`src/rtl/bus_init_sequencer.sv`:
```
// Power-up/initialisation sequencer for the MOPSHUB bus array: powers, settles and trims each
// enabled bus in order, then signs on. Define MOPSHUB_INIT_RETRY_EN to retry a timed-out trim once.
module bus_init_sequencer #(
  parameter int unsigned N_BUS    = 32,
  parameter int unsigned BUS_W    = $clog2(N_BUS),
  parameter int unsigned SETTLE_W = 8,
  parameter int unsigned TMO_W    = 16
) (
  input  logic                clk,
  input  logic                rst,
  input  logic                start_init,
  input  logic [BUS_W-1:0]    n_buses,
  input  logic [N_BUS-1:0]    bus_mask,
  input  logic                osc_auto_trim,
  input  logic [SETTLE_W-1:0] settle_cfg,
  input  logic [TMO_W-1:0]    tmo_cfg,
  input  logic                trim_done,
  input  logic                endwait_all,
  output logic                start_init_ack,
  output logic                power_bus_en,
  output logic [BUS_W-1:0]    power_bus_cnt,
  output logic                start_trim,
  output logic                end_trim_bus,
  output logic                end_power_init,
  output logic                sign_on_sig,
  output logic                end_init,
  output logic                busy,
  output logic [N_BUS-1:0]    bus_fail,
  output logic [BUS_W:0]      fail_cnt
);

  typedef enum logic [2:0] {
    StIdle, StPower, StSettle, StTrimReq, StTrimWait, StNext, StSignOn, StDone
  } state_e;

  state_e              state_q, state_d;
  logic [BUS_W-1:0]    idx_q, idx_d;
  logic [SETTLE_W-1:0] settle_q, settle_d;
  logic [TMO_W-1:0]    tmo_q, tmo_d;
  logic [N_BUS-1:0]    fail_q, fail_d;
  logic [BUS_W:0]      fail_cnt_q, fail_cnt_d;
  logic                ack_q, ack_d;
  logic                last_bus, mark_fail;
`ifdef MOPSHUB_INIT_RETRY_EN
  logic                retry_q, retry_d;
`endif

  // An out-of-range n_buses is clamped to the last physical bus.
  assign last_bus = (idx_q == n_buses) || (idx_q == BUS_W'(N_BUS - 1));

  always_comb begin
    state_d        = state_q;
    idx_d          = idx_q;
    settle_d       = settle_q;
    tmo_d          = tmo_q;
    fail_d         = fail_q;
    fail_cnt_d     = fail_cnt_q;
    ack_d          = 1'b0;
    mark_fail      = 1'b0;
    power_bus_en   = 1'b0;
    start_trim     = 1'b0;
    end_trim_bus   = 1'b0;
    end_power_init = 1'b0;
    sign_on_sig    = 1'b0;
    end_init       = 1'b0;
`ifdef MOPSHUB_INIT_RETRY_EN
    retry_d        = retry_q;
`endif

    unique case (state_q)
      StIdle: begin
        if (start_init) begin
          idx_d      = '0;
          fail_d     = '0;
          fail_cnt_d = '0;
          ack_d      = 1'b1;
          state_d    = StPower;
        end
      end
      StPower: begin
`ifdef MOPSHUB_INIT_RETRY_EN
        retry_d = 1'b0;
`endif
        if (bus_mask[idx_q]) begin
          power_bus_en = 1'b1;
          settle_d     = settle_cfg;
          state_d      = StSettle;
        end else begin
          state_d = StNext;
        end
      end
      StSettle: begin
        power_bus_en = 1'b1;
        if (settle_q == '0) begin
          state_d = osc_auto_trim ? StTrimReq : StNext;
        end else begin
          settle_d = settle_q - 1'b1;
        end
      end
      StTrimReq: begin
        power_bus_en = 1'b1;
        start_trim   = 1'b1;
        tmo_d        = tmo_cfg;
        state_d      = StTrimWait;
      end
      StTrimWait: begin
        power_bus_en = 1'b1;
        if (tmo_q != '0) begin
          tmo_d = tmo_q - 1'b1;
        end
        // A zero load never reaches 1, so tmo_cfg = 0 waits forever; trim_done wins a tie.
        if (trim_done) begin
          end_trim_bus = 1'b1;
          state_d      = StNext;
        end else if (tmo_q == TMO_W'(1)) begin
`ifdef MOPSHUB_INIT_RETRY_EN
          if (!retry_q) begin
            retry_d = 1'b1;
            state_d = StTrimReq;
          end else begin
            mark_fail = 1'b1;
          end
`else
          mark_fail = 1'b1;
`endif
        end
        if (mark_fail) begin
          fail_d[idx_q] = 1'b1;
          fail_cnt_d    = fail_cnt_q + 1'b1;
          end_trim_bus  = 1'b1;
          state_d       = StNext;
        end
      end
      StNext: begin
        if (last_bus) begin
          end_power_init = 1'b1;
          state_d        = StSignOn;
        end else begin
          idx_d   = idx_q + 1'b1;
          state_d = StPower;
        end
      end
      StSignOn: begin
        sign_on_sig = 1'b1;
        state_d     = StDone;
      end
      StDone: begin
        end_init = 1'b1;
        state_d  = StIdle;
      end
      default: state_d = StIdle;
    endcase

    // Abort overrides everything: silent return to idle, failure record kept.
    if (endwait_all && (state_q != StIdle)) begin
      state_d        = StIdle;
      idx_d          = idx_q;
      fail_d         = fail_q;
      fail_cnt_d     = fail_cnt_q;
      power_bus_en   = 1'b0;
      start_trim     = 1'b0;
      end_trim_bus   = 1'b0;
      end_power_init = 1'b0;
      sign_on_sig    = 1'b0;
      end_init       = 1'b0;
    end
  end

  always_ff @(posedge clk or negedge rst) begin
    if (!rst) begin
      state_q    <= StIdle;
      idx_q      <= '0;
      settle_q   <= '0;
      tmo_q      <= '0;
      fail_q     <= '0;
      fail_cnt_q <= '0;
      ack_q      <= 1'b0;
`ifdef MOPSHUB_INIT_RETRY_EN
      retry_q    <= 1'b0;
`endif
    end else begin
      state_q    <= state_d;
      idx_q      <= idx_d;
      settle_q   <= settle_d;
      tmo_q      <= tmo_d;
      fail_q     <= fail_d;
      fail_cnt_q <= fail_cnt_d;
      ack_q      <= ack_d;
`ifdef MOPSHUB_INIT_RETRY_EN
      retry_q    <= retry_d;
`endif
    end
  end

  assign start_init_ack = ack_q;
  assign power_bus_cnt  = idx_q;
  assign busy           = (state_q != StIdle);
  assign bus_fail       = fail_q;
  assign fail_cnt       = fail_cnt_q;

endmodule

```
`config.mk`:
```
export PLATFORM = sky130hd
export DESIGN_NAME = bus_init_sequencer
export DESIGN_NICKNAME = d
export VERILOG_FILES = /design/src/rtl/bus_init_sequencer.sv
export SDC_FILE = /design/constraint.sdc
export NUM_CORES = 1
export LEC_CHECK = 0
export CELL_PAD_IN_SITES_DETAIL_PLACEMENT = 0
export CELL_PAD_IN_SITES_GLOBAL_PLACEMENT = 2
export CORE_MARGIN = 5
export CORE_UTILIZATION = 30
export CTS_CLUSTER_SIZE = 28
export DETAILED_ROUTE_END_ITERATION = 7
export PLACE_DENSITY = 0.95
export SYNTH_ARGS = -nofsm -noshare
export SYNTH_HDL_FRONTEND = slang
export SYNTH_SLANG_ARGS = --single-unit
```
`constraint.sdc`:
```
create_clock -name clk -period 3.3 [get_ports clk]
set_clock_uncertainty 0.1 [all_clocks]
set_input_delay 0.495 -clock clk [delete_from_list [all_inputs] [get_ports clk]]
set_output_delay 0.495 -clock clk [all_outputs]
set_load 0.03 [all_outputs]
```
==> summary.md <==
| Metric | Value |
|---|---|
| Outcome | `finished clean` |
| Critical path depth | `7` |
| Total GRT Usage | `0.1567` |
| Clk network pwr share | `0.308` |
| Worst-path clk slew | `60 ps` |
| Initial antenna violation count | `0` |
| Worst hold path type | `primary input to asynchronous set/reset pin` |
| Top-area cell type share of the netlist area | `0.4308` |
| First-pass GRT wire length | `a little over 20000 um` |
| Final GP Congestion | `approximately 0.81` |
| Post-synth top cells | `dfrtp_1, nor2_1, a21oi_1, o21ai_0, nor3_1` |
| Starting Density | `0.3090` |
| Nets@finish | `around 670` |
| CTS Buffer Depth | `2` |
| Multiplexer share of the synthesized area | `0.04612` |
| Vias in the first global route | `~4000` |
| Crit path DAT | `2550 ps` |
| Syn Area/Cell | `just under 9 um^2` |
| Flop pwr share | `0.372` |
| Worst path required time | `2700 ps` |
| Port buffer count | `about 120` |
| Worst R2R Path Depth | `6` |
| Routed len/inst | `16.33 um` |
| Largest net degree at the start of global routing | `47` |
| Max transition margin | `0.2901` |
| Most frequent CP cell | `nor3_1` |
| PwrDens | `557.3 nW/um^2` |
| Synth cell types | `60` |
| Main area contributors after synthesis | `dfrtp_1, a21oi_1, nor2_1` |
| Fin worst setup slack | `between 150 and 200 ps` |
| RSZ-0062 raised after global routing | `false` |
| Yosys top cell by area | `dfrtp_1` |
| Synthesis Warnings | `0` |
| IO Count | `roughly 120` |
| Via density | `5.212` |
| Die Area | `about 16000 um^2` |
| Sequential area share after synthesis | `0.4308` |
| Psw | `~1.1 mW` |
| CTS buffer count | `9` |
| H-tree levels | `3` |
| Max_cap viols | `0` |
| Iter 0 DRT Violations | `roughly 180` |
| Post-Synth XOR/XNOR Area | `0.01911` |
| Peak supply drop | `between 0.3 and 0.4 mV` |
| EDFF count, synth | `0` |
| Antenna-violating nets left | `0` |
| Area growth, synth to finish | `43.54%` |
| Syn_nets | `539` |
| Final period util | `0.9534` |
| Synth Area in Simple Gates | `0.2021` |
| Crit path to | `power_bus_en` |
| Root buffer cell | `clkbuf_16` |
| Fin. Hold Viols | `0` |
| Complex-gate fraction of the synthesized area | `0.2245` |
| Switching Fraction | `0.3479` |
| Die Y | `about 130 um` |
| Reg2reg start | `settle_q[4]` |
| Internal power | `roughly 2.2 mW` |
| Leak pwr | `2.443 nW` |
| Most frequent cell after synthesis | `dfrtp_1` |
| Final WL | `around 13000 um` |
| Fmax | `around 0.32 GHz` |
| Delay-heaviest family, CP | `simple AND/OR/NAND/NOR gates` |
| Worst r2r dst | `settle_q[6]` |
| Remaining Overflow, GRT | `0` |
| Placement Setup Slack | `around 340 ps` |
| Dpl hpwl | `approximately 9200 um` |
| Vias | `~4000` |
| Synth Flop Type | `dfrtp_1` |
| Number of synthesized register bits | `71` |
| Total Power | `between 3 and 4 mW` |
| Initial DRT Pass Iterations | `4` |
| Crit Path Category | `flip-flop to output pin` |
| CTS tree | `built` |
| Logic pwr share | `0.320` |
| Worst skew pair latency | `330 ps` |
| Ant diodes | `0` |
| Core area | `around 13000 um^2` |
| Reg2reg setup slack | `700 ps` |
| Slew at the pin closest to its max-slew limit | `1065 ps` |
| Largest family of logic cells by synthesized area | `compound AO/OA/AOI/OAI gates` |
| Residual DRC | `0` |
| Startpoint types | `flip-flop` |
| Slew Viols, Final | `0` |
| Worst Setup SP | `power_bus_cnt[1]` |
| CP bufs+invs | `1` |
| Async SR Flop Fraction | `1.000` |
| CP cell instances | `or3b_2 > o22ai_1 > nor3_1 > o211ai_1 > a211oi_1 > nor3_1 > buf_4` |
| Slowest CP cell | `or3b_2` |
| Rows | `42` |
| Sink Count | `71` |
| Tmin final | `3146 ps` |
| DIE WIDTH | `between 100 and 150 um` |
| Layout cells sized above 1 | `0.1047` |
| Post-synthesis adder-cell area fraction | `0.03337` |
| Final setup fails | `0` |
| Setup TNS | `0 ps` |
| Maximum fanout along the worst path | `7` |
| # fillers | `between 1000 and 1500` |
| Post-CTS Hold Fix Bufs | `0` |
| Max stage delay on crit path | `roughly 500 ps` |
| Critical path endpoint category | `output pin` |
| Finished Core Util | `0.4435` |
| Synth Instances | `roughly 460` |
| Syn Std Cell Area | `slightly above 4000 um^2` |
==> placed cells by master, fill, tap and decap left out, types with 3 or more instances in the layout <==
cell type and instances:
a21boi_2 4, a21oi_1 56, a22oi_1 3, a31oi_1 7
and3_1 6, buf_4 26, clkbuf_16 9, clkbuf_8 3
clkdlybuf4s50_1 113, clkinvlp_4 3, dfrtp_1 71, ha_1 11
inv_1 17, mux2i_1 19, nand2_1 19, nand3_1 18
nand3b_1 3, nand4_1 3, nor2_1 61, nor2b_1 3
nor3_1 19, nor3_2 3, nor3b_1 6, nor4_1 5
o211ai_1 3, o21ai_0 27, o221ai_1 5, o22a_1 3
o22ai_1 8, o2bb2ai_1 6, xnor2_1 5, xor2_1 4
==> worst register-to-register path: cells and delay by family, from the launching register on <==
family | cells | cell delay (ps)
and+or+nand+nor | 2 | 920
AOI/OAI and AO/OA | 4 | 1040
DFF | 1 | 420
==> metal layers <==
layer  track usage  part of all wire
met5             0                 0
met3       0.03422             0.055
met1        0.2122              0.46
met2        0.2500              0.47
met4       0.05110             0.011
==> cell families (layout without fill, tap and decap cells) <==
logic type	Yosys count	after routing
buf+inv	44	175
flops	71	71
simple gates	164	164
compound gates	143	143
fa+ha+maj	11	11
mux	19	19
xor+xnor	9	9
==> power groups by stage <==
stage | Combinational [mW] | Clock, mW | Sequential [mW]
2_1_floorplan | 0.686 | 0 | 1.22
3_3_place_gp | 1.03 | 0 | 1.22
3_5_place_dp | 1.05 | 0 | 1.23
4_1_cts | 1.06 | 1.05 | 1.22
5_1_grt | 1.19 | 1.08 | 1.26
6_report | 1.06 | 1.02 | 1.23
==> what timing repair did <==
action | 4_1_cts | 5_1_grt
endpoints found under the setup margin | 0 | 2
buffers inserted | 0 | 2
resized for setup | 0 | 3
==> state kept, by name, summed over array words and instances, names as in the netlist <==
register and cells:
power_bus_cnt 5, tmo_q 16, bus_fail 32, settle_q 8, start_init_ack 1, fail_cnt 6, state_q 3
==> worst min path at each step <==
stage,to,slack [ps],depth (start not counted)
5_1_grt,bus_fail[20],360,1
4_1_cts,bus_fail[19],290,1
3_5_place_dp,bus_fail[27],380,2
2_1_floorplan,bus_fail[0],100,0
3_3_place_gp,bus_fail[28],380,2
6_report,bus_fail[19],260,1
==> layout make-up <==
type | instances | area [um^2] | area share
Multi-Input combinational cell | 346 | 2176 | 0.3676
Timing Repair Buffer | 142 | 1364 | 0.2304
Inverter | 17 | 63.81 | 0.01078
Tap cell | 176 | 220.2 | 0.03720
Sequential cell | 71 | 1777 | 0.3001
Clock inverter | 4 | 52.55 | 0.008878
Clock buffer | 12 | 266.5 | 0.04502
==> stage by stage <==
step | hold WS, ps | std cells | area, um^2
2_1_floorplan | 99.41 | 461 | 4124
3_3_place_gp | 376.1 | 750 | 5573
3_5_place_dp | 381.7 | 750 | 5573
4_1_cts | 290.5 | 766 | 5892
5_1_grt | 362.2 | 768 | 5919
6_report | 256.6 | 768 | 5919
No activity file was read; power rests on OpenSTA's default activity.
